File: src/rtl/hs_channel_arbiter.sv
// Round-robin arbiter that shares one req/ack channel among N_REQ clk_a-side requesters.
// The far-side acknowledge is resynchronised locally. A minimum idle gap is enforced, and a timeout aborts a transfer.
module hs_channel_arbiter #(
    parameter int N_REQ   = 4,
    parameter int DW      = 4,
    parameter int GAP     = 4,
    parameter int TIMEOUT = 255
) (
    input  logic                  clk_a,
    input  logic                  rst_n,
    input  logic [N_REQ-1:0]      src_valid,
    input  logic [N_REQ*DW-1:0]   src_data,
    output logic [N_REQ-1:0]      src_grant,
    output logic [N_REQ-1:0]      src_done,
    output logic [N_REQ-1:0]      src_err,
    output logic [DW-1:0]         data,
    output logic                  data_req,
    input  logic                  data_ack,
    output logic                  busy
);
    localparam int PW = (N_REQ > 1) ? $clog2(N_REQ) : 1;

    typedef enum logic [1:0] {S_IDLE, S_REQ, S_GAP} state_t;

    state_t            state_q;
    logic [PW-1:0]     ptr_q, w_q;
    logic [7:0]        to_cnt_q;
    logic [3:0]        gap_cnt_q;
    logic              ack_s1_q, ack_s2_q;
    logic [DW-1:0]     data_q;
    logic              data_req_q, busy_q;
    logic [N_REQ-1:0]  grant_q, done_q, err_q;

    logic              win_found_d;
    logic [PW-1:0]     win_idx_d;
    logic [DW-1:0]     win_word_d;
    int                cand;

    wire ack_rise  = ack_s1_q & ~ack_s2_q;
    wire timed_out = (to_cnt_q == 8'(TIMEOUT));

    // First valid requester at or above ptr, wrapping.
    always_comb begin
        win_found_d = 1'b0;
        win_idx_d   = '0;
        win_word_d  = '0;
        cand        = 0;
        for (int i = 0; i < N_REQ; i++) begin
            cand = int'(ptr_q) + i;
            if (cand >= N_REQ) cand = cand - N_REQ;
            if (!win_found_d && src_valid[PW'(cand)]) begin
                win_found_d = 1'b1;
                win_idx_d   = PW'(cand);
            end
        end
        for (int k = 0; k < N_REQ; k++)
            if (win_idx_d == PW'(k)) win_word_d = src_data[k*DW +: DW];
    end

    always_ff @(posedge clk_a or negedge rst_n) begin
        if (!rst_n) begin
            state_q    <= S_IDLE;
            ptr_q      <= '0;
            w_q        <= '0;
            to_cnt_q   <= '0;
            gap_cnt_q  <= '0;
            ack_s1_q   <= 1'b0;
            ack_s2_q   <= 1'b0;
            data_q     <= '0;
            data_req_q <= 1'b0;
            busy_q     <= 1'b0;
            grant_q    <= '0;
            done_q     <= '0;
            err_q      <= '0;
        end else begin
            ack_s1_q <= data_ack;
            ack_s2_q <= ack_s1_q;
            done_q   <= '0;
            err_q    <= '0;
            case (state_q)
                S_IDLE: begin
                    if (win_found_d) begin
                        data_q     <= win_word_d;
                        data_req_q <= 1'b1;
                        grant_q    <= {{(N_REQ-1){1'b0}}, 1'b1} << win_idx_d;
                        w_q        <= win_idx_d;
                        to_cnt_q   <= '0;
                        busy_q     <= 1'b1;
                        state_q    <= S_REQ;
                    end
                end
                S_REQ: begin
                    to_cnt_q <= to_cnt_q + 8'd1;
                    // An ack landing on the timeout cycle still counts as success.
                    if (ack_rise || timed_out) begin
                        data_req_q <= 1'b0;
                        data_q     <= '0;
                        grant_q    <= '0;
                        if (ack_rise) done_q[w_q] <= 1'b1;
                        else          err_q[w_q]  <= 1'b1;
                        ptr_q      <= (w_q == PW'(N_REQ-1)) ? '0 : w_q + 1'b1;
                        gap_cnt_q  <= '0;
                        state_q    <= S_GAP;
                    end
                end
                S_GAP: begin
                    // A stuck-high ack holds us here until it drops.
                    if (gap_cnt_q == 4'(GAP-1) && !ack_s2_q) begin
                        busy_q  <= 1'b0;
                        state_q <= S_IDLE;
                    end else if (gap_cnt_q != 4'(GAP-1)) begin
                        gap_cnt_q <= gap_cnt_q + 4'd1;
                    end
                end
                default: begin
                    busy_q  <= 1'b0;
                    state_q <= S_IDLE;
                end
            endcase
        end
    end

    assign src_grant = grant_q;
    assign src_done  = done_q;
    assign src_err   = err_q;
    assign data      = data_q;
    assign data_req  = data_req_q;
    assign busy      = busy_q;
endmodule

File: config.mk
export PLATFORM = sky130hd
export DESIGN_NAME = hs_channel_arbiter
export DESIGN_NICKNAME = d
export VERILOG_FILES = /design/src/rtl/hs_channel_arbiter.sv
export SDC_FILE = /design/constraint.sdc
export NUM_CORES = 1
export LEC_CHECK = 0
export ABC_AREA = 1
export CAP_MARGIN = 20
export CORE_MARGIN = 4
export CORE_UTILIZATION = 30
export DETAILED_ROUTE_END_ITERATION = 7
export GPL_TIMING_DRIVEN = 0
export HOLD_SLACK_MARGIN = 0.03
export PLACE_DENSITY = 0.57
export RECOVER_POWER = 100
export SETUP_SLACK_MARGIN = 0.3
export SLEW_MARGIN = 20
export SYNTH_ARGS = -nofsm -noshare
export SYNTH_HDL_FRONTEND = slang
export SYNTH_SLANG_ARGS = --single-unit
File: constraint.sdc
create_clock -name clk_a -period 3.1 [get_ports clk_a]
set_clock_uncertainty 0.05 [all_clocks]
set_input_delay 0.62 -clock clk_a [delete_from_list [all_inputs] [get_ports clk_a]]
set_output_delay 0.62 -clock clk_a [all_outputs]
set_load 0.005 [all_outputs]
## Yosys cells after proc, flatten, opt, wreduce, memory -nomap -nowiden

Cells that the tools add are included.

- Flip-flop bits (word level): 38
- Bits of input ports: 23
- Word-level logic and storage cells: 128

- $add $sub $neg: 10
- $lt $le $gt $ge: 10
- Equal/unequal tests: 14
- Shift-type cells: 1
- Muxes and demuxes: 56
- Bitwise gates (word level): 3
- Reduce and logical (&&, ||, !) cells: 21

Operator list:

| cell | count |
|---|---|
| $mux 4 | 15 |
| $mux 2 | 12 |
| $pmux 4 s2 | 3 |
| $lt 2x4->1 const B | 4 |
| $mux 1 | 16 |
| $pmux 8 s2 | 1 |
| $ne 2x2->1 const B | 5 |
| $ge 3x3->1 const B | 3 |
| $reduce_and 3->1 | 3 |
| $add 8x1->8 const B | 1 |
| $bmux 1 s2 | 4 |
| $eq 2x2->1 const B | 4 |
| $eq 8x8->1 const B | 1 |
| $mux 8 | 1 |
| $sub 2x1->2 const B | 4 |
| $add 2x2->3 const B | 2 |
| $pmux 2 s3 | 1 |
| $reduce_and 2->1 | 3 |
| $logic_and 1x1->1 | 5 |
| $add 4x1->4 const B | 1 |
| $eq 2x1->1 const B | 2 |
| $eq 4x2->1 const B | 1 |
| $logic_not 1->1 | 4 |
| $logic_not 2->1 | 2 |
| other kinds (15) | 17 |

## Logic depth before layout (Yosys ltp)

Gate-level depths: netlist of run 1.

- Word-level depth: 22
- Gate-level depth with buffers: 16
- Gate-level depth less buffers: 16

## Least setup slack after synthesis of run 1

Ideal clock, no wire load.

- Path type: input-to-reg
- From: in src_valid[3]
- To: reg data_q[2], in the netlist data[2]
- Data arrival time: 1.670 ns
- Required time: 2.934 ns
- Slack: 1.264 ns
- Stages on the path: 13
- Buffers on the path: 1
- Path through: inv_1 -> nand2_2 -> nand3_2 -> nand2_2 -> nor2_4 -> nand3_2 -> nand2_2 -> nand2_4 -> buf_6 -> nor3_2 -> nor2_1 -> nand2_1 -> nand2_1

- Cells in the longest elaborated chain, start to end: 20
- Elaborated cells between the ends (all ways): 38

RTL lines:

| what | RTL line | source |
|---|---|---|
| from (decl) | 11 | `input logic [N_REQ-1:0] src_valid,` |
| $bmux 1 s2 | 51 | `if (!win_found_d && src_valid[PW'(cand)]) begin` |
| $mux 1 (not written as such) (2 in a row) | 51 |  |
| $mux 1 | 51 |  |
| $logic_not 1->1 | 51 |  |
| $logic_and 1x1->1 | 51 |  |
| $mux 1 | 51 |  |
| $logic_not 1->1 | 51 |  |
| $logic_and 1x1->1 | 51 |  |
| $mux 1 | 51 |  |
| $logic_not 1->1 | 51 |  |
| $logic_and 1x1->1 | 51 |  |
| $mux 2 | 51 |  |
| $logic_not 2->1 | 57 | `if (win_idx_d == PW'(k)) win_word_d = src_data[k*DW +: DW];` |
| $mux 4 (4 in a row) | 57 |  |
| $mux 4 | 82 | `if (win_found_d) begin` |
| $pmux 4 s2 | 80 | `case (state_q)` |
| to (signal assigned) | 83 | `data_q <= win_word_d;` |
| to (decl) | 30 | `logic [DW-1:0] data_q;` |

Several ways; a longest one is shown, not always the timed one. The select of a mux whose other input is x is not followed.
A chain may end at the register's enable or synchronous reset.

## Worst setup path in the final report of run 1

- From: in src_valid[3]
- To: reg grant_q[0], in the netlist src_grant[0]

- Cells in the longest elaborated chain, start to end: 16
- Elaborated cells between the ends (all ways): 31

RTL lines:

| what | RTL line | source |
|---|---|---|
| $bmux 1 s2 | 51 |  |
| $mux 1 (not written as such) (2 in a row) | 51 |  |
| $mux 1 | 51 |  |
| $logic_not 1->1 | 51 |  |
| $logic_and 1x1->1 | 51 |  |
| $mux 1 | 51 |  |
| $logic_not 1->1 | 51 |  |
| $logic_and 1x1->1 | 51 |  |
| $mux 1 | 51 |  |
| $logic_not 1->1 | 51 |  |
| $logic_and 1x1->1 | 51 |  |
| $mux 2 | 51 |  |
| $shl 1x2->4 | 85 | `grant_q <= {{(N_REQ-1){1'b0}}, 1'b1} << win_idx_d;` |
| $mux 4 | 82 |  |
| $pmux 4 s2 | 80 |  |
| to (signal assigned) | 85 |  |
| to (decl) | 32 | `logic [N_REQ-1:0] grant_q, done_q, err_q;` |

Several ways; a longest one is shown, not always the timed one. The select of a mux whose other input is x is not followed.

==> results of run 1 <==
## synthesized netlist by cell type, drive strengths merged
| master | count |
|---|---|
| xor2 | 1 |
| a22o | 2 |
| ha | 6 |
| nand3b | 2 |
| xnor2 | 1 |
| inv | 39 |
| nor2 | 22 |
| nand4 | 3 |
| nand2 | 83 |
| o21ai | 17 |
| o22ai | 1 |
| a31oi | 4 |
| o21bai | 1 |
| nor3 | 12 |
| or2 | 1 |
| buf | 4 |
| dfrtp | 38 |
| clkbuf | 1 |
| o32ai | 2 |
| o31ai | 1 |
| a21oi | 3 |
| nand3 | 20 |
## sequential cells by signal, indices dropped and copies added (netlist names)
| register | flops |
|---|---|
| ack_s1_q | 1 |
| data | 4 |
| ptr_q | 2 |
| data_req | 1 |
| to_cnt_q | 8 |
| src_grant | 4 |
| src_err | 4 |
| state_q | 2 |
| gap_cnt_q | 4 |
| ack_s2_q | 1 |
| w_q | 2 |
| busy | 1 |
| src_done | 4 |
## final timing paths
check | startpoint | end | slack, ps | depth (start not counted)
max in group asynchronous | rst_n | state_q[0] | 1100 | 2
max | src_valid[3] | src_grant[0] | 660 | 12
min reg2reg | ack_s1_q | ack_s2_q | 340 | 0
max reg2reg | to_cnt_q[0] | data[3] | 740 | 12
min in group asynchronous | rst_n | src_err[1] | 410 | 1
min | ack_s1_q | ack_s2_q | 340 | 0
## through the flow
step / instances / power (mW)
2_1_floorplan: 264 / 1.88
3_3_place_gp: 400 / 2.29
3_5_place_dp: 401 / 2.31
4_1_cts: 409 / 2.73
5_1_grt: 409 / 2.89
6_report: 409 / 2.62
## metal layers
| layer | GRT usage [%] | vias up |
|---|---|---|
| li1 | - | 939 |
| met1 | 15.4 | 833 |
| met3 | 2.84 | 4 |
| met4 | 2.97 | 0 |
| met2 | 19.3 | 39 |
| met5 | 0 | - |
## layout make-up
type / instances / area share [%]
tap: 96 / 4.39
timing repair buffer: 41 / 14.5
clock inverter: 3 / 1.46
buffer: 5 / 1.51
clock buffer: 5 / 2.51
sequential: 38 / 34.7
multi-input combinational: 182 / 35.4
inverter: 39 / 5.44
## power breakdown
group / switching [mW] / leakage (nW) / internal (mW) / total (mW)
Sequential: 0.0895 / 0.496 / 0.636 / 0.726
Combinational: 0.932 / 0.802 / 0.556 / 1.49
Clock: 0.174 / 0.0579 / 0.237 / 0.410
## logic make-up after synthesis
family	count (synthesis)	synth area share, %
AO/OA/AOI/OAI	31	9.02
XOR/XNOR	2	0.820
adder cells (fa/ha/maj)	6	3.51
buffers and inverters	44	8.96
flip-flops	38	44.5
AND/OR/NAND/NOR	143	33.2
## cells in the final DEF, fill, tap and decap left out, drive strengths merged
cell type,instances
xnor2,1
bufinv,1
nand3,20
dfrtp,38
o21ai,17
nor3,12
nand2,83
o32ai,2
ha,6
xor2,1
inv,39
o21bai,1
a31oi,4
a21oi,3
nand3b,2
o22ai,1
o31ai,1
or2,1
a22o,2
buf,3
nor2,22
clkinv,2
dlygate4sd3,19
clkdlybuf4s50,20
nand4,3
clkbuf,9
## worst max-delay path, stage by stage
cell	delay, ps
clkdlybuf4s50_1	420
inv_1	80
nand2_1	80
nand3_2	90
nand2_2	90
nor2_4	150
nand2_2	50
nor2_1	210
inv_2	50
nand2_1	200
clkbuf_1	350
o21ai_0	160
==> reports/metrics.csv, run 1 <==
stage,metric,value,unit
worst_setup_path,WP data arrival,2540,ps
detailed_routing,drc violations,0,
clocking,clk root buf,clkbuf_8,
detailed_routing,WL/cell,11.3,um
placement,pre-CTS WS,591,ps
synthesis,Synth top area share,44.5,%
detailed_routing,DR top layer,met4,
clocking,clk sinks,38,
worst_setup_path,CP required,3200,ps
clocking,clock buffer depth,2,
placement,Buffers on Ports,40,
floorplan,Core Area,0.00687,mm2
clocking,"Clk pin slew, worst setup/hold paths",80,ps
synthesis,post-synthesis cell count,264,
min_path,worst min path class,reg2reg,
detailed_routing,Initial DRC Count,65,
layout,final net count,341,
synthesis,post-synthesis cell type count,34,
clocking,number of buffers created by CTS,5,
sta,Final Max Slew Viols,0,
layout,Area Growth Syn to Fin,28.2,%
detailed_routing,First-pass DRT Iterations,4,
detailed_routing,Post-Route WL,4610,um
synthesis,yosys warns,0,
placement,RePlAce Congestion,0.758,
sta,Max-slew headroom,28.0,%
clocking,H-tree levels,2,
worst_setup_path,critical path startpoint category,input pin,
detailed_routing,met3 WL post-DR,252,um
global_route,global-route wire length before repair,8220,um
detailed_routing,number of routed nets with antenna violations,0,
floorplan,IO Pins,41,
synthesis,syn_nets,293,
global_route,gr usage total,11.7,%
floorplan,die area,0.00853,mm2
synthesis,post-synth top area cell,dfrtp_1,
layout,design area,0.00274,mm2
layout,Fillers,724,
sta,fin crit period,2440,ps
detailed_routing,metal2 WL,2050,um
sta,worst slew pin tran,1080,ps
clocking,TritonCTS clock tree,built,
detailed_routing,routed metal-1 wire length,2290,um
layout,ant diodes,0,
sta,Final Worst Setup Slack,662,ps
clocking,later-pin clock latency in the skew report,280,ps
power,Peak VDD IR,355,uV
sta,setup TNS,0,ps
synthesis,register bit total from synthesis,38,
floorplan,Die Wd,92.4,um
placement,"Cell Area, Placed",0.00268,mm2
detailed_routing,vias per inst,4.44,
sta,period utilisation layout,78.6,%
clocking,hold buffers post-CTS,0,
detailed_routing,Via Count,1815,
layout,share of layout cells above drive strength 1,11.8,%
synthesis,synthesized cell area,0.00214,mm2
layout,area of the multi-input gates,970,um2
global_route,largest net degree at the start of global routing,21,
sta,final setup vio count,0,
status,status,"complete, no violations",
flow_run,max-cap violations,0,
global_route,GR Overflow Total,0,
global_route,number of global-route vias before repair,1790,
clocking,setup bufs post-CTS,0,
floorplan,num rows,30,
layout,register area,951,um2
floorplan,Die Y,92.4,um
layout,final core occ,39.9,%
global_route,initial antenna violation count,0,
floorplan,Initial Util,31.1,%
synthesis,sequential-to-total area share from yosys stat,44.5,%
power,Static Leakage,1.36,nW
power,Power per Cell Area,959,mW/mm2
sta,Achievable Freq,410,MHz
placement,Detailed Place HPWL,3570,um
synthesis,Syn Area/Cell,8.09,um2
sta,RSZ-0062 raised after global routing,false,
worst_setup_path,Worst Setup Path Type,in2reg,
worst_setup_path,Crit Path Max Fanout,10,
sta,Hold WS,339,ps
worst_setup_path,CP Capture Type,register,
synthesis,Area contributors post-synth,"dfrtp_1 45%, nand2_1 13%, inv_1 6.2%",
clocking,cts repair resizes,0,
sta,final hold vios,0,
Note: power is estimated with default switching activity, not from simulation.
==> run 2: changes to the inputs <==
- clock period: 3.1 -> 2.48 ns (I/O delays scaled with it)
==> run 2 against run 1 <==
- setup slack worse by 320 ps
- critical path depth rose by 1
- total power up 30%
- count of clock-buffer cells in the layout unchanged
- first-iteration DRC count increased by 1.5%
- global-route usage stayed put
- via count is 0.22% higher
- hold slack worse by 3.2 ps
- final cell count grew 0.73%
- largest power group unchanged
- highest routed layer unchanged
==> reports/metrics.csv, run 2 (synthesized netlist as in run 1, its figures left out) <==
stage,metric,value,unit,change
clocking,clk root buf,clkbuf_8,,
detailed_routing,Via Count,1819,,+0.22%
clocking,later-pin clock latency in the skew report,280,ps,about the same
layout,final net count,344,,+0.88%
power,Static Leakage,1.42,nW,+5.0%
worst_setup_path,slowest CP cell,clkdlybuf4s50_1,,
detailed_routing,Post-Route WL,4690,um,+1.9%
placement,Buffers on Ports,40,,unchanged
layout,register area,951,um2,unchanged
placement,placed cell count,401,,unchanged
floorplan,num rows,30,,unchanged
worst_setup_path,Worst R2R Start,ptr_q[0],,
worst_setup_path,RR Endpoint,src_grant[0],,
worst_setup_path,CP required,2610,ps,-590 ps
worst_setup_path,r2r worst-path depth,12,,unchanged
sta,Max-slew headroom,26.1,%,-1.8 points
clocking,clock buffer depth,2,,unchanged
flow_run,max-cap violations,0,,unchanged
worst_setup_path,WP data arrival,2270,ps,-270 ps
power,Peak VDD IR,451,uV,+27%
detailed_routing,First-pass DRT Iterations,4,,unchanged
sta,worst slew pin tran,1110,ps,+27.2 ps
placement,RePlAce Congestion,0.758,,unchanged
detailed_routing,vias per inst,4.42,,-0.51%
layout,ant diodes,0,,unchanged
global_route,GR Overflow Total,0,,unchanged
sta,fin crit period,2140,ps,
worst_setup_path,CP Capture Type,register,,
sta,final setup vio count,0,,unchanged
global_route,global-route wire length before repair,8220,um,unchanged
floorplan,die area,0.00853,mm2,unchanged
power,Power per Cell Area,1200,mW/mm2,+25%
floorplan,Die Wd,92.4,um,unchanged
layout,max FFs per register,8,,unchanged
global_route,initial antenna violation count,0,,unchanged
clocking,TritonCTS clock tree,built,,
sta,period utilisation layout,86.3,%,
layout,area of the multi-input gates,0.00101,mm2,+4.3%
sta,Final Max Slew Viols,0,,unchanged
worst_setup_path,cell mode on critical path,nand2_1,,
layout,"commonest cells after routing, fill and taps aside","73 x nand2_1, 38 x dfrtp_1, 31 x inv_1",,
detailed_routing,drc violations,0,,unchanged
placement,Detailed Place HPWL,3570,um,unchanged
power,"Power, Total",3.40,mW,+30%
status,status,"complete, no violations",,
worst_setup_path,Crit Path Max Fanout,10,,unchanged
worst_setup_path,worst reg-to-reg setup slack,440,ps,-300 ps
clocking,"Clk pin slew, worst setup/hold paths",80,ps,about the same
min_path,worst min path class,reg2reg,,
clocking,clk sinks,38,,unchanged
worst_setup_path,"slowest stage delay, CP",470,ps,+50 ps
min_path,HP Start,ack_s1_q,,
layout,Fillers,710,,-1.9%
layout,Non-Filler Instances,412,,+0.73%
layout,Area Growth Syn to Fin,32.5,%,
min_path,hold path depth,0,,unchanged
detailed_routing,WL/cell,11.4,um,+1.2%
sta,RSZ-0062 raised after global routing,false,,
sta,Achievable Freq,467,MHz,
global_route,gr usage total,11.7,%,unchanged
floorplan,IO Pins,41,,unchanged
worst_setup_path,CP Cell Sequence,clkdlybuf4s50_1 -> inv_1 -> nand2_1 -> nand2_1 -> o21ai_1 -> nand3_2 -> nand2_2 -> nand2_4 -> buf_6 -> nand2_1 -> nand3_1 -> nand2_1 -> nand2_1,,
worst_setup_path,critical path startpoint category,input pin,,
clocking,number of buffers created by CTS,5,,unchanged
layout,"most common cell after layout, fill and taps aside",nand2_1,,
detailed_routing,Initial DRC Count,66,,+1.5%
detailed_routing,number of routed nets with antenna violations,0,,unchanged
worst_setup_path,Worst Setup Path Type,in2reg,,
global_route,largest net degree at the start of global routing,21,,unchanged
min_path,Hold Path Sink,ack_s2_q,,
floorplan,Die Y,92.4,um,unchanged
floorplan,Core Area,0.00687,mm2,unchanged
floorplan,Initial Util,31.1,%,unchanged
layout,Largest Register,to_cnt_q,,
clocking,hold buffers post-CTS,0,,unchanged
sta,final hold vios,0,,unchanged
layout,share of layout cells above drive strength 1,15.5,%,+3.7 points
clocking,H-tree levels,2,,unchanged
global_route,number of global-route vias before repair,1790,,unchanged
run 2: cell types whose count changed in the layout (fill, tap and decap cells not counted), moves of 2 or more:
cell             change
clkdlybuf4s50_1      -3
o21ai_2              +2
inv_2                +4
dlymetal6s2s_1       +3
inv_1                -4
nor2_1               -2
nor2_4               +2
nand2_4              +2
run 2: layout make-up:
class,instances,share of cell area [%]
timing repair buffer,44,15.8
tap,96,4.25
clock buffer,5,2.43
inverter,39,5.26
buffer,5,1.46
clock inverter,3,1.42
multi-input combinational,182,35.7
sequential,38,33.6
run 2: per-stage QoR:
step	hold WS, ps	setup WS [ps]	util, %	setup TNS (ps)	instance area (um2)
floorplan	150	768	-	0	2140
detailed placement	322	95.4	39.0	0	2680
finish	335	341	41.2	0	2830
global placement	319	-96.5	38.7	-3630	2660
CTS	110	402	40.6	0	2790
global route	366	159	41.2	0	2830
run 2: power by group:
group | total, mW | internal (mW) | switching [mW]
Combinational | 1.98 | 0.758 | 1.22
Sequential | 0.907 | 0.795 | 0.112
Clock | 0.512 | 0.296 | 0.216
Total | 3.40 | 1.85 | 1.55
run 2: worst max-delay path: cells and delay by family:
family / cells / cell delay, ps
buf+inv: 3 / 680
simple gates: 9 / 780
compound gates: 1 / 300
run 2: timing repair:
| action | CTS | global route |
|---|---|---|
| setup buffers | 0 | 3 |
| setup endpoints to repair | 0 | 9 |
| gates resized for setup | 0 | 13 |
run 2: how the worst max path moves through the flow:
stage                       from            to  slack, ps  cells past startpoint
floorplan           src_valid[3]       data[2]        770                     13
global placement           rst_n       data[2]       -100                      1
detailed placement  src_valid[3]       data[1]        100                     13
CTS                 src_valid[3]       data[1]        400                     13
global route        src_valid[2]  src_grant[2]        160                     12
finish              src_valid[2]       data[1]        340                     13
run 2: routing by layer:
metal	part of all wire, %	track usage, %
met4	0.28	2.97
met5	0	0
met3	5.9	2.84
met1	48	15.4
met2	45	19.3
==> run 3: changes to the inputs <==
- CORE_ASPECT_RATIO: unset -> 0.7
==> run 3 against run 2 <==
- flip-flop and latch count did not move
- wire length up 2.4%
- largest cell class unchanged
- combinational power is 2% lower
==> reports/metrics.csv, run 3 (synthesized netlist as in run 1, its figures left out) <==
stage,metric,value,unit,change
placement,"Cell Area, Placed",0.00267,mm2,-0.37%
worst_setup_path,r2r worst-path depth,12,,unchanged
clocking,hold buffers post-CTS,0,,unchanged
worst_setup_path,Worst R2R Start,ptr_q[0],,
status,status,"complete, no violations",,
sta,period utilisation layout,87.0,%,+0.73 points
sta,Achievable Freq,464,MHz,-0.84%
global_route,initial antenna violation count,0,,unchanged
floorplan,die area,0.00856,mm2,+0.26%
clocking,clk root buf,clkbuf_8,,
power,Peak VDD IR,496,uV,+10%
clocking,later-pin clock latency in the skew report,290,ps,about the same
power,Combinational Power Share,59.6,%,+1.4 points
layout,Non-Filler Instances,409,,-0.73%
power,Power per Cell Area,1170,mW/mm2,-2.5%
floorplan,Core Area,0.00682,mm2,-0.73%
worst_setup_path,critical path startpoint category,input pin,,
power,internal power,1.71,mW,-7.7%
layout,ant diodes,0,,unchanged
power,clock group share of total power,12.5,%,-2.6 points
layout,"most common cell after layout, fill and taps aside",nand2_1,,
sta,Final Max Slew Viols,0,,unchanged
sta,setup TNS,0,ps,unchanged
sta,final hold vios,0,,unchanged
detailed_routing,vias per inst,4.41,,-0.15%
power,"Power, Total",3.26,mW,-4.1%
clocking,clock buffer depth,2,,unchanged
sta,RSZ-0062 raised after global routing,false,,
global_route,largest net degree at the start of global routing,25,,+19%
clocking,TritonCTS clock tree,built,,
worst_setup_path,worst reg-to-reg setup slack,440,ps,about the same
worst_setup_path,Crit Path Max Fanout,10,,unchanged
layout,"commonest cells after routing, fill and taps aside","70 x nand2_1, 38 x dfrtp_1, 32 x inv_1",,
floorplan,Die Wd,109,um,+18%
clocking,H-tree levels,2,,unchanged
detailed_routing,metal2 WL,1920,um,-10%
clocking,"Clk pin slew, worst setup/hold paths",70,ps,about the same
worst_setup_path,Worst Setup Path Type,in2reg,,
clocking,number of buffers created by CTS,5,,unchanged
global_route,number of global-route vias before repair,1725,,-3.6%
floorplan,Die Y,78.6,um,-15%
sta,fin crit period,2160,ps,+18.2 ps
placement,Detailed Place HPWL,3650,um,+2.3%
detailed_routing,Post-Route WL,4810,um,+2.4%
detailed_routing,met3 WL post-DR,365,um,+31%
floorplan,IO Pins,41,,unchanged
placement,RePlAce Congestion,0.785,,+3.6%
detailed_routing,Initial DRC Count,70,,+6.1%
min_path,worst min path class,in2async,,
sta,Max-slew headroom,26.5,%,+0.32 points
flow_run,max-cap violations,0,,unchanged
placement,placed cell count,399,,-0.50%
clocking,clk sinks,38,,unchanged
floorplan,num rows,25,,-17%
layout,share of layout cells above drive strength 1,16.2,%,+0.68 points
power,switching power,1.55,mW,+0.12%
layout,max FFs per register,8,,unchanged
layout,Area Growth Syn to Fin,30.3,%,
power,Static Leakage,1.40,nW,-1.3%
sta,worst slew pin tran,1100,ps,-4.81 ps
detailed_routing,number of routed nets with antenna violations,0,,unchanged
global_route,gr usage total,12.3,%,+0.58 points
sta,Final Worst Setup Slack,323,ps,-18.2 ps
placement,pre-CTS WS,115,ps,+19.2 ps
detailed_routing,routed metal-1 wire length,2480,um,+9.5%
worst_setup_path,RR Endpoint,src_grant[2],,
layout,Largest Register,to_cnt_q,,
sta,final setup vio count,0,,unchanged
detailed_routing,WL/cell,11.8,um,+3.2%
layout,design area,0.00278,mm2,-1.6%
floorplan,Initial Util,31.3,%,+0.23 points
global_route,GR Overflow Total,0,,unchanged
layout,final net count,344,,unchanged
worst_setup_path,CP required,2610,ps,about the same
worst_setup_path,CP Capture Type,register,,
power,Sw Ratio,47.6,%,+2.0 points
worst_setup_path,WP data arrival,2290,ps,+20 ps
global_route,global-route wire length before repair,8310,um,+1.0%
detailed_routing,drc violations,0,,unchanged
detailed_routing,DR top layer,met4,,
placement,Buffers on Ports,40,,unchanged
power,sequential share of power,27.9,%,+1.2 points
detailed_routing,Via Count,1803,,-0.88%
detailed_routing,First-pass DRT Iterations,4,,unchanged
[run 3: per-stage QoR]
stage / hold slack (ps) / utilization (%)
CTS: 51.0 / 40.3
global route: 247 / 40.8
finish: 189 / 40.8
global placement: 310 / 38.9
detailed placement: 314 / 39.1
floorplan: 150 / -
[run 3: how the worst max path moves through the flow]
stage                 startpoint           end  slack [ps]  depth (start not counted)
finish              src_valid[0]       data[3]         320                         13
global route        src_valid[0]  src_grant[0]         170                         12
CTS                 src_valid[3]       data[0]         430                         13
detailed placement  src_valid[3]       data[0]         110                         13
global placement           rst_n       data[2]        -110                          1
floorplan           src_valid[3]       data[2]         770                         13
[run 3: area by class of cell]
type,count,area (um2)
fill,723,4040
multi-input combinational,182,1020
sequential,38,951
timing repair buffer,44,434
inverter,39,149
tap,94,118
clock buffer,5,68.8
buffer,5,35.0
clock inverter,2,10.0
[run 3: layer usage]
| layer | track usage, % | vias to the layer above |
|---|---|---|
| li1 | - | 946 |
| met1 | 18.0 | 808 |
| met2 | 16.9 | 45 |
| met3 | 4.19 | 4 |
| met4 | 3.40 | 0 |
| met5 | 0 | - |
[run 3: timing repair]
action                                  4_1_cts  5_1_grt
resized for setup                             0       12
setup buffers                                 0        3
endpoints found under the setup margin        0        4
[run 3: power groups by stage]
| stage | registers (mW) | clock network (mW) | logic [mW] |
|---|---|---|---|
| after global routing | 0.935 | 0.459 | 2.23 |
| after detailed placement | 0.924 | 0 | 1.95 |
| after global placement | 0.921 | 0 | 1.92 |
| after floorplan | 0.910 | 0 | 1.44 |
| after CTS | 0.914 | 0.428 | 1.96 |
| final | 0.909 | 0.408 | 1.94 |
[run 3: critical path: stages]
cell and delay [ps]:
clkdlybuf4s50_1 470, inv_1 50, nand2_1 90, nand2_1 80, o21ai_2 150, inv_2 70
nand3_2 90, nand3_2 70, nand2_1 120, clkbuf_2 260, nand2_1 130, o21bai_2 140
o21ai_2 70
==> RTL edit 1: new RTL, config.mk and constraints of run 3 <==
Reset style: synchronous (`rst_n`), changed in one clocked block.
--- a/src/rtl/hs_channel_arbiter.sv
+++ b/src/rtl/hs_channel_arbiter.sv
@@ -59,3 +59,3 @@
 
-    always_ff @(posedge clk_a or negedge rst_n) begin
+    always_ff @(posedge clk_a) begin
         if (!rst_n) begin
Formal check against the unedited RTL: differs if rst_n is asserted again (counterexample within 4 cycles, from zero or initial values and one cycle with rst_n low); with rst_n held inactive, the same outputs for 10 cycles.
==> RTL edit 1 against run 3 <==
- worst setup slack lost 0.015 ns
- non-clock buffer count unchanged
- final area is 3.5% lower
- first-iteration DRC count increased by 24%
- maximum frequency decreased by 0.69%
- critical path type unchanged
- area after synthesis shrank 4.8%
- via count increased by 6.3%
- wire length increased by 1.5%
- register-to-register slack worse by 0.06 ns
- sequential cell count stayed put
Power is not compared: it rests on default switching activity, and its combinational part moved more than twofold at a synthesized area within 25%.
==> RTL edit 1: results (changes against run 3) <==
Post-route cell area: 2690 um^2 (was 2780 um^2)
Post-Syn Area per Cell: 6.96 um^2 (was 8.09 um^2)
Wire per inst: 11.2 um (was 11.8 um)
Dominant synthesized flop cell: dfxtp_1 (was dfrtp_1)
Synth top cells by count: 78 x nand2_1, 38 x dfxtp_1, 34 x inv_1 (was 72 x nand2_1, 38 x dfrtp_1, 35 x inv_1)
Place WS: 0.0187 ns (was 0.115 ns)
Cell family with most CP delay: simple AND/OR/NAND/NOR gates (was buffers and inverters)
Cell leakage power: 1.24 nW
Vias in the first global route: 1736 (was 1725)
Layout cells sized above 1: 14.5% (was 16.2%)
Library cells used by synthesis: 28 (was 34)
Clock buffer depth: 2 (unchanged)
Maximum vdd ir drop: 412 uV
Nets@finish: 373 (was 344)
Biggest register: to_cnt_q (unchanged)
Seq/Total Area, Yosys: 37.4% (was 44.5%)
Diode count: 0 (unchanged)
Synth area leaders: dfxtp_1 37%, nand2_1 14%, a21oi_1 6.9% (was dfrtp_1 45%, nand2_1 13%, inv_1 6.2%)
Num CTS Buffers: 5 (unchanged)
1st-iter DRT viols: 87 (was 70)
Dpl cell area: 2540 um^2 (was 2670 um^2)
Clock transition at the registers of the reported paths: 0.07 ns (about the same)
Slew @ Worst Pin: 0.484 ns (was 1.10 ns)
Worst Path Arrival: 2.34 ns (was 2.29 ns)
Initial antenna violation count: 0 (unchanged)
Seq. pwr: 0.682 mW
Synth Net Count: 321 (was 293)
Asr flop ratio synth: 0% (was 100%)
Outcome: finished clean (unchanged)
# port buffers: 39 (was 40)
Drt pass-1 iters: 4 (unchanged)
WL final: 4.88 mm (was 4.81 mm)
Via density: 4.41 (about the same)
Hold Crit Class: reg -> reg (was in -> async)
First-pass GRT wire length: 8.16 mm (was 8.31 mm)
Switching Share: 32.0%
Placed instance count: 422 (was 399)
Tot GR Track Use: 12.1% (was 12.3%)
Hpwl dp: 3.68 mm (was 3.65 mm)
Worst-path maximum fanout: 8 (was 10)
Clock Tree Root: clkbuf_8 (unchanged)
Fill cells: 669 (was 723)
Largest stage delay on the critical path: 0.42 ns (was 0.47 ns)
Largest net degree at the start of global routing: 12 (was 25)
Final RePlAce weighted congestion: 0.808 (was 0.785)
==> RTL edit 1: changes by cell type in the layout (fill, tap and decap cells not counted), sizes merged, moves of 3 or more <==
cell and delta:
nand2 +5, a31oi -4, buf +3, dfrtp -38, a21oi +25, nor3 -9, dfxtp +38, nor2 +16
==> RTL edit 1: final timing paths <==
| path | start | to | slack (ns) | depth (start not counted) |
|---|---|---|---|---|
| setup / recovery | src_valid[0] | src_grant[2] | 0.31 | 13 |
| hold / removal | ack_s1_q | ack_s2_q | 0.37 | 2 |
| hold reg to reg | ack_s1_q | ack_s2_q | 0.37 | 2 |
| setup reg to reg | to_cnt_q[0] | gap_cnt_q[3] | 0.38 | 12 |
==> RTL edit 1: per-layer routing <==
metal | up-vias | share of wire, % | track usage [%]
met5 | - | 0 | 0
met4 | 0 | 0.62 | 2.72
met3 | 4 | 5.5 | 3.52
met2 | 33 | 41 | 16.9
met1 | 845 | 53 | 18.0
li1 | 1035 | - | -
==> RTL edit 1: repair_timing <==
action / in CTS / in global routing
hold buffers: 0 / 0
gates resized for setup: 0 / 18
hold endpoints to repair: 0 / 0
endpoints found under the setup margin: 0 / 7
buffers inserted: 0 / 5
==> RTL edit 1: kinds of logic after synthesis <==
| logic type | Yosys count | synth area share [%] |
|---|---|---|
| AO/OA/AOI/OAI | 48 | 12.7 |
| XOR/XNOR | 1 | 0.431 |
| adder cells (fa/ha/maj) | 6 | 3.69 |
| buffers and inverters | 42 | 8.62 |
| flip-flops | 38 | 37.4 |
| AND/OR/NAND/NOR | 157 | 37.1 |
==> RTL edit 1: final cells by class <==
cell class              count  share of cell area (%)
clock inverters             2                   0.373
flip-flops and latches     38                    28.3
multi-input cells         213                    41.8
inverters                  37                    5.26
plain buffers               5                    1.26
well taps                  91                    4.24
clock buffers               5                    2.56
repair buffers             44                    16.2
==> RTL edit 2: new RTL, settings of run 3 <==
Made on the original files. Change the parameter `N_REQ` from 4 to 8.
--- a/src/rtl/hs_channel_arbiter.sv
+++ b/src/rtl/hs_channel_arbiter.sv
@@ -3,3 +3,3 @@
 module hs_channel_arbiter #(
-    parameter int N_REQ   = 4,
+    parameter int N_REQ   = 8,
     parameter int DW      = 4,
Interface: changed (5 resized); port bits go from 41 to 73. The function was not compared with the original's and may differ.
==> RTL edit 2 against run 3 <==
- hold slack better by 0.16 ns
- worst setup slack got worse by 0.84 ns
- final area up 85%
- count of clock-buffer cells in the layout is 1 higher
- the run now ends with setup timing left
- wire length increased by 110%
- area after synthesis rose by 53%
- critical path type is now reg -> reg
- sequential cell count grew 14
Power is left out: the tool's default activity adds up to more than one toggle a clock period on the data nets, which glitch-free logic cannot reach.
==> RTL edit 2: results (changes against run 3) <==
Worst setup path end: data[1] (was data[3])
Nonclk buf count: 120 (was 49)
Fill cells: 972 (was 723)
Endpoints failing setup: 26 (was 0)
Compound-Gate Fraction of Synth Area: 8.57% (was 9.02%)
Cell family with most CP delay: simple AND/OR/NAND/NOR gates (was buffers and inverters)
NonClk Buf Share: 22.7% (was 16.9%)
Hold Crit Class: reg -> reg (was in -> async)
Outcome: finished, violations left (was finished clean)
Diode count: 0 (unchanged)
Sinks on Clock Net: 52 (was 38)
Tot GR Track Use: 16.2% (was 12.3%)
Crit path launch type: register (was input pin)
Synth top cells by count: 112 x nand2_1, 60 x nor2_1, 52 x dfrtp_1 (was 72 x nand2_1, 38 x dfrtp_1, 35 x inv_1)
Crit path launch: ptr_q[0] (was src_valid[0])
Via density: 4.71 (was 4.41)
Drt pass-1 iters: 5 (was 4)
Synth Area in Adders: 2.29% (was 3.51%)
Final RePlAce weighted congestion: 0.945 (was 0.785)
Inverters: 48 (was 39)
Worst-case reg-to-reg path depth: 23 (was 12)
Worst-path maximum fanout: 7 (was 10)
Seq/Total Area, Yosys: 39.8% (was 44.5%)
Critical path's slowest cell: dfrtp_1 (was clkdlybuf4s50_1)
Setup TNS: -8.57 ns (was 0 ns)
Fraction of area in multi-input gates: 41.6% (was 36.6%)
Library cells used by synthesis: 41 (was 34)
Multi-input logic cell count: 331 (was 182)
Slew HR: 13.9% (was 26.5%)
Worst Path Arrival: 3.18 ns (was 2.29 ns)
Sequential cell area share: 25.2% (was 34.2%)
# port buffers: 72 (was 40)
Vias in the first global route: 3297 (was 1725)
Synth Net Count: 488 (was 293)
Largest stage delay on the critical path: 0.37 ns (was 0.47 ns)
Nets@finish: 607 (was 344)
Layout cells sized above 1: 28.4% (was 16.2%)
Asr flop ratio synth: 100% (unchanged)
Final worst slack: -0.521 ns (was 0.323 ns)
Dominant synthesized flop cell: dfrtp_1 (unchanged)
Place WS: -0.820 ns (was 0.115 ns)
CLK BUF: 6 (was 5)
Worst Hold Launch: ack_s1_q
Post-Synth XOR/XNOR Area: 2.29% (was 0.820%)
Synth area leaders: dfrtp_1 40%, nand2_1 13%, nand3_1 7.8% (was dfrtp_1 45%, nand2_1 13%, inv_1 6.2%)
Clock Tree Root: clkbuf_16 (was clkbuf_8)
Largest net degree at the start of global routing: 53 (was 25)
First-pass GRT wire length: 16.6 mm (was 8.31 mm)
1st-iter DRT viols: 171 (was 70)
Failing checks: setup timing
-- RTL edit 2: cell count changes after synthesis, moves of 7 or more --
cell / before / now
nor2_1: 17 / 60
nand2_1: 72 / 112
nand3_1: 15 / 51
dfrtp_1: 38 / 52
o21ai_1: 2 / 10
inv_2: 3 / 10
nor3_1: 10 / 3
-- RTL edit 2: metrics by stage --
step	cell area (um^2)	std cells	hold WS (ns)	util, %
floorplan	3400	439	0.150	-
global placement	4300	659	0.312	40.9
detailed placement	4300	659	0.329	40.9
CTS	4880	698	0.217	46.5
global route	5160	707	0.355	49.1
finish	5160	707	0.346	49.1
-- RTL edit 2: routing by layer --
layer | GRT usage (%) | share of wire (%)
met1 | 24.2 | 51
met2 | 24.5 | 43
met3 | 3.69 | 6.1
met4 | 1.82 | 0.22
met5 | 0 | 0
-- RTL edit 2: repair_timing --
item | CTS | global route
setup buffers | 29 | 9
endpoints found under the hold margin | 0 | 0
resized for setup | 36 | 53
pin swaps | 24 | 28
cloned | 2 | 0
setup endpoints to repair | 40 | 36
